`src/rtl/spi_flash_read_ctrl.sv`:
```
// SPI flash READ (0x03) sequencer.
// Owns the flash pins. On an accepted start it sends the command byte and a 24-bit address,
// then clocks in len bytes (0 means 256). Each byte is presented on rd_data with a one-cycle
// rd_valid strobe.
//
// Ports:
//   clk12MHz  - system clock (12 MHz)
//   rst       - asynchronous reset, active-high
//   start     - transaction request, only sampled in idle
//   addr      - flash byte address, captured on an accepted start
//   len       - byte count, captured on an accepted start (0 = 256)
//   busy      - high from the cycle after an accepted start until done
//   done      - one-cycle pulse when the transaction ends
//   rd_data   - last received byte (MSB first on the wire)
//   rd_valid  - one-cycle pulse when rd_data updates
//   sck       - SPI clock, mode 0 (idles low)
//   cs        - chip select, active-low
//   sdo       - MOSI
//   sdi       - MISO
module spi_flash_read_ctrl #(
  parameter int unsigned CLK_DIV = 2,
  parameter int unsigned CS_GAP  = 4
) (
  input  logic        clk12MHz,
  input  logic        rst,
  input  logic        start,
  input  logic [23:0] addr,
  input  logic [7:0]  len,
  output logic        busy,
  output logic        done,
  output logic [7:0]  rd_data,
  output logic        rd_valid,
  output logic        sck,
  output logic        cs,
  output logic        sdo,
  input  logic        sdi
);

  localparam int unsigned CntMax = (CLK_DIV > CS_GAP) ? CLK_DIV : CS_GAP;
  localparam int unsigned CntW   = (CntMax > 1) ? $clog2(CntMax) : 1;
  localparam logic [CntW-1:0] DivLast = CntW'(CLK_DIV - 1);
  localparam logic [CntW-1:0] GapLast = CntW'(CS_GAP - 1);
  localparam logic [7:0] ReadCmd = 8'h03;

  typedef enum logic [2:0] {
    StIdle,
    StCsSetup,
    StShiftCmd,
    StShiftAddr,
    StShiftData,
    StCsHold,
    StCsGap
  } state_e;

  state_e          state_q;
  logic [CntW-1:0] cnt_q;       // half-period divider, reused for hold and gap timing
  logic [31:0]     tx_q;        // command + address, shifted out MSB first
  logic [7:0]      rx_q;
  logic [5:0]      bit_cnt_q;   // rising edges within the current phase / data byte
  logic [8:0]      byte_cnt_q;  // 9 bits so a 256-byte read does not wrap
  logic [7:0]      len_q;
  logic            busy_q;
  logic            done_q;
  logic [7:0]      rd_data_q;
  logic            rd_valid_q;
  logic            sck_q;
  logic            cs_q;
  logic            sdo_q;

  logic [8:0] n_bytes;
  logic       div_last;

  assign n_bytes  = (len_q == 8'd0) ? 9'd256 : {1'b0, len_q};
  assign div_last = (cnt_q == DivLast);

  always_ff @(posedge clk12MHz or posedge rst) begin
    if (rst) begin
      state_q    <= StIdle;
      cnt_q      <= '0;
      tx_q       <= '0;
      rx_q       <= '0;
      bit_cnt_q  <= '0;
      byte_cnt_q <= '0;
      len_q      <= '0;
      busy_q     <= 1'b0;
      done_q     <= 1'b0;
      rd_data_q  <= '0;
      rd_valid_q <= 1'b0;
      sck_q      <= 1'b0;
      cs_q       <= 1'b1;
      sdo_q      <= 1'b0;
    end else begin
      done_q     <= 1'b0;
      rd_valid_q <= 1'b0;
      unique case (state_q)
        StIdle: begin
          cs_q  <= 1'b1;
          sck_q <= 1'b0;
          if (start) begin
            tx_q       <= {ReadCmd, addr};
            len_q      <= len;
            sdo_q      <= ReadCmd[7];
            cs_q       <= 1'b0;
            busy_q     <= 1'b1;
            cnt_q      <= '0;
            bit_cnt_q  <= '0;
            byte_cnt_q <= '0;
            state_q    <= StCsSetup;
          end
        end
        StCsSetup: begin
          if (div_last) begin
            cnt_q   <= '0;
            state_q <= StShiftCmd;
          end else begin
            cnt_q <= cnt_q + 1'b1;
          end
        end
        StShiftCmd, StShiftAddr, StShiftData: begin
          if (!div_last) begin
            cnt_q <= cnt_q + 1'b1;
          end else begin
            cnt_q <= '0;
            sck_q <= ~sck_q;
            if (!sck_q) begin
              // Rising sck edge: sample MISO.
              rx_q <= {rx_q[6:0], sdi};
              if (state_q == StShiftData && bit_cnt_q == 6'd7) begin
                bit_cnt_q  <= '0;
                byte_cnt_q <= byte_cnt_q + 9'd1;
                rd_data_q  <= {rx_q[6:0], sdi};
                rd_valid_q <= 1'b1;
              end else begin
                bit_cnt_q <= bit_cnt_q + 6'd1;
              end
            end else begin
              // Falling sck edge: advance MOSI; zeros follow the address.
              tx_q  <= {tx_q[30:0], 1'b0};
              sdo_q <= tx_q[30];
              if (state_q == StShiftCmd && bit_cnt_q == 6'd8) begin
                bit_cnt_q <= '0;
                state_q   <= StShiftAddr;
              end else if (state_q == StShiftAddr && bit_cnt_q == 6'd24) begin
                bit_cnt_q <= '0;
                state_q   <= StShiftData;
              end else if (state_q == StShiftData && bit_cnt_q == 6'd0 &&
                           byte_cnt_q == n_bytes) begin
                state_q <= StCsHold;
              end
            end
          end
        end
        StCsHold: begin
          sck_q <= 1'b0;
          if (div_last) begin
            cnt_q   <= '0;
            cs_q    <= 1'b1;
            state_q <= StCsGap;
          end else begin
            cnt_q <= cnt_q + 1'b1;
          end
        end
        StCsGap: begin
          if (cnt_q == GapLast) begin
            cnt_q   <= '0;
            busy_q  <= 1'b0;
            done_q  <= 1'b1;
            state_q <= StIdle;
          end else begin
            cnt_q <= cnt_q + 1'b1;
          end
        end
        default: state_q <= StIdle;
      endcase
    end
  end

  assign busy     = busy_q;
  assign done     = done_q;
  assign rd_data  = rd_data_q;
  assign rd_valid = rd_valid_q;
  assign sck      = sck_q;
  assign cs       = cs_q;
  assign sdo      = sdo_q;

endmodule

```
`config.mk`:
```
export PLATFORM = sky130hd
export DESIGN_NAME = spi_flash_read_ctrl
export DESIGN_NICKNAME = d
export VERILOG_FILES = /design/src/rtl/spi_flash_read_ctrl.sv
export SDC_FILE = /design/constraint.sdc
export NUM_CORES = 1
export LEC_CHECK = 0
export CAP_MARGIN = 20
export CORE_ASPECT_RATIO = 0.5
export CORE_MARGIN = 3
export CORE_UTILIZATION = 55
export CTS_CLUSTER_DIAMETER = 100
export DETAILED_ROUTE_END_ITERATION = 8
export HOLD_SLACK_MARGIN = 0.05
export PLACE_DENSITY = 0.87
export SYNTH_ARGS = -nofsm -noshare
export SYNTH_HDL_FRONTEND = slang
export SYNTH_SLANG_ARGS = --single-unit
```
`constraint.sdc`:
```
create_clock -name clk12MHz -period 3.3 [get_ports clk12MHz]
set_input_delay 0.66 -clock clk12MHz [delete_from_list [all_inputs] [get_ports clk12MHz]]
set_output_delay 0.66 -clock clk12MHz [all_outputs]
set_load 0.005 [all_outputs]
```
==> results.tsv <==
stage	metric	value	unit
job	max-cap check violation count	0	
pwr	pwr dens	837	nW/um^2
pwr	Leak	2.25	nW
routing	# DRC	0	
routing	Detailed Route Iter0 Violations	285	
clock_network	H-tree depth	3	
global_route	Total GRT Usage	0.227	
logic_synthesis	Synth Cell Area	4000	um^2
clock_network	postcts setup bufs	0	
timing	Final setup violation count	0	
timing	fin crit period	2620	ps
placement	IO Port Bufs	49	
cells_and_area	n_diodes	0	
logic_synthesis	Seq/Total Area, Yosys	0.500	
worst_setup_path	CP Cell Sequence	nand2b_1, o21a_1, o21ai_2, buf_4, nand2_1, o21ai_0	
clock_network	clk root buf	clkbuf_16	
timing	Final Hold Viols	0	
cells_and_area	share of layout cells above drive strength 1	0.132	
timing	skew final	5.62	ps
logic_synthesis	largest family of logic cells by synthesized area	compound AO/OA/AOI/OAI gates	
clock_network	number of gates resized after CTS	0	
logic_synthesis	number of synthesized register bits	80	
logic_synthesis	Synth area leader	dfrtp_1	
worst_setup_path	Worst Path Max Fanout	28	
cells_and_area	Layout area overhead	21.5	%
worst_setup_path	Critical Path RT	3550	ps
timing	Fin Setup TNS	0	ps
routing	final WL	8680	um
global_route	first-pass GRT wire length	14900	um
logic_synthesis	area share of fa/ha/maj cells after synthesis	0.0219	
logic_synthesis	top-count cell post-synth	dfrtp_1	
floorplanning	Ports	50	
global_route	largest net degree at the start of global routing	53	
global_route	vias in the first global route	3086	
logic_synthesis	mux contribution to synthesized area	0.128	
routing	routed vias/inst	5.83	
clock_network	TritonCTS Buffers	9	
worst_setup_path	Buf/Inv on CP	1	
placement	RePlAce Congestion	0.900	
timing	RSZ-0062 raised after global routing	no	
logic_synthesis	Mapped Cells	378	
logic_synthesis	synth top area cells	dfrtp_1 49%, mux2_2 6.5%, mux2i_1 6.0%	
logic_synthesis	Yosys warnings	0	
logic_synthesis	Mapped Nets	421	
logic_synthesis	xor-xnor portion of the synthesized cell area	0.0350	
clock_network	number of clock sinks	80	
clock_network	later-pin clock latency in the skew report	340	ps
worst_setup_path	Setup Crit Path Kind	reg2reg	
placement	DP Wirelength	6000	um
cells_and_area	final non-filler cell total	517	
timing	Achievable Freq	381	MHz
worst_setup_path	Critical Path Start Type	flop	
routing	wire length per cell	16.8	um
worst_setup_path	critical path's slowest cell	o21ai_2	
global_route	GRT overflow	0	
logic_synthesis	post-synth top area share	0.494	
placement	DP Worst Slack	728	ps
timing	Final WS setup	676	ps
routing	vias	3016	
logic_synthesis	complex-gate fraction of the synthesized area	0.145	
logic_synthesis	most frequent cells after synthesis	79 x dfrtp_1, 40 x nand2_1, 38 x o21ai_0	
clock_network	CTS tree	done	
logic_synthesis	simple logic cell fraction of the synthesized area	0.133	
routing	Final ANT Viol Nets	0	
timing	fin crit share	0.795	
clock_network	Max clock buf depth	2	
logic_synthesis	Synth async-reset ratio	1.00	
cells_and_area	nets@finish	463	
logic_synthesis	Syn Area/Cell	10.6	um^2
floorplanning	Die Span Y	66.3	um
logic_synthesis	Main synth FF type	dfrtp_1	
floorplanning	std cell rows	21	
logic_synthesis	post-synthesis cell type count	54	
logic_synthesis	Post-synth EDFFs	0	
worst_hold_path	Hold WC Path Type	reg2reg	
worst_setup_path	WP data arrival	2880	ps
global_route	initial antenna violation count	0	
timing	relative slew slack	0.337	
timing	worst slew pin tran	994	ps
worst_setup_path	Crit path largest cell delay	760	ps
worst_setup_path	Crit. End Element	flop	
floorplanning	Die W	127	um
clock_network	Hold-fix buffers, CTS	0	
routing	Initial DRT Pass Iterations	6	
floorplanning	core box area	6860	um^2
pwr	VDD IR-drop max	0.378	mV
worst_setup_path	delay-heaviest family, CP	compound AO/OA/AOI/OAI gates	
floorplanning	initial core utilization	0.584	
clock_network	clock edge transition at the registers on the reported setup and hold paths	60	ps
placement	# placed instances	501	
outcome	status	complete, no violations	
floorplanning	Die Footprint	8400	um^2
timing	Final Max Tran Viols	0	
-- cell type report --
class | count | area (um^2)
multi-input cells | 263 | 1860
inverters | 12 | 45.0
repair buffers | 54 | 541
clock inverters | 6 | 66.3
clock buffers | 10 | 239
well taps | 92 | 115
fillers | 479 | 1990
flip-flops and latches | 80 | 2000
-- power by group --
group	switching [mW]	internal, mW
combinational	0.830	0.660
sequential	0.295	1.28
clock	0.396	0.608
total	1.52	2.55
-- per-stage QoR --
stage | instance area, um^2 | hold WS (ps) | util | power [mW]
2_1_floorplan | 4000 | 449 | - | 2.66
3_3_place_gp | 4560 | 461 | 0.665 | 2.92
3_5_place_dp | 4560 | 481 | 0.665 | 3.05
4_1_cts | 4860 | 494 | 0.709 | 4.08
5_1_grt | 4860 | 513 | 0.709 | 4.36
6_report | 4860 | 488 | 0.709 | 4.07
-- path summary, 6_finish.rpt --
path,start,to,slack [ps],depth (start not counted)
worst min register to register,tx_q[12],tx_q[12],490,2
worst max-delay path,state_q[2],tx_q[1],680,6
min in group asynchronous,rst,rd_valid,710,2
worst min-delay path,tx_q[12],tx_q[12],490,2
max in group asynchronous,rst,cs,1830,3
worst max register to register,state_q[2],tx_q[1],680,6
-- flip-flops by register name, summed over array words and instances (netlist names) --
signal / flops
bit_cnt_q: 6
busy: 1
byte_cnt_q: 9
cnt_q: 2
cs: 1
done: 1
len_q: 8
rd_data: 8
rd_valid: 1
rx_q: 7
sck: 1
sdo: 1
state_q: 3
tx_q: 31
-- routing by layer --
layer / track usage / routed length (um) / vias up
li1: - / - / 1418
met1: 0.282 / 3700 / 1482
met2: 0.392 / 4290 / 95
met3: 0.0597 / 512 / 21
met4: 0.0749 / 171 / 0
met5: 0 / 0 / -
-- kinds of logic after synthesis --
logic type | count (synthesis)
AOI/OAI and AO/OA | 89
xor gates and xnor gates | 16
adders and majority gates | 7
DFF | 80
and+or+nand+nor | 103
muxes | 48
buffers and inverters | 35
-- tightest hold or removal path: stages (launching register included) --
cell     delay (ps)
dfrtp_1         340
nand2_1          50
o21ai_0          60
-- cell usage in the layout, fill, tap and decap left out, types with 7 or more instances in the layout --
cell             instances
a22o_1                   7
clkbuf_16                9
clkdlybuf4s50_1         49
dfrtp_1                 79
ha_1                     7
inv_1                   11
mux2_2                  23
mux2i_1                 24
nand2_1                 40
nand3_1                  8
nor2_1                  17
o211ai_1                 8
o21ai_0                 38
xor2_1                  14
No activity file was read; power rests on OpenSTA's default activity.
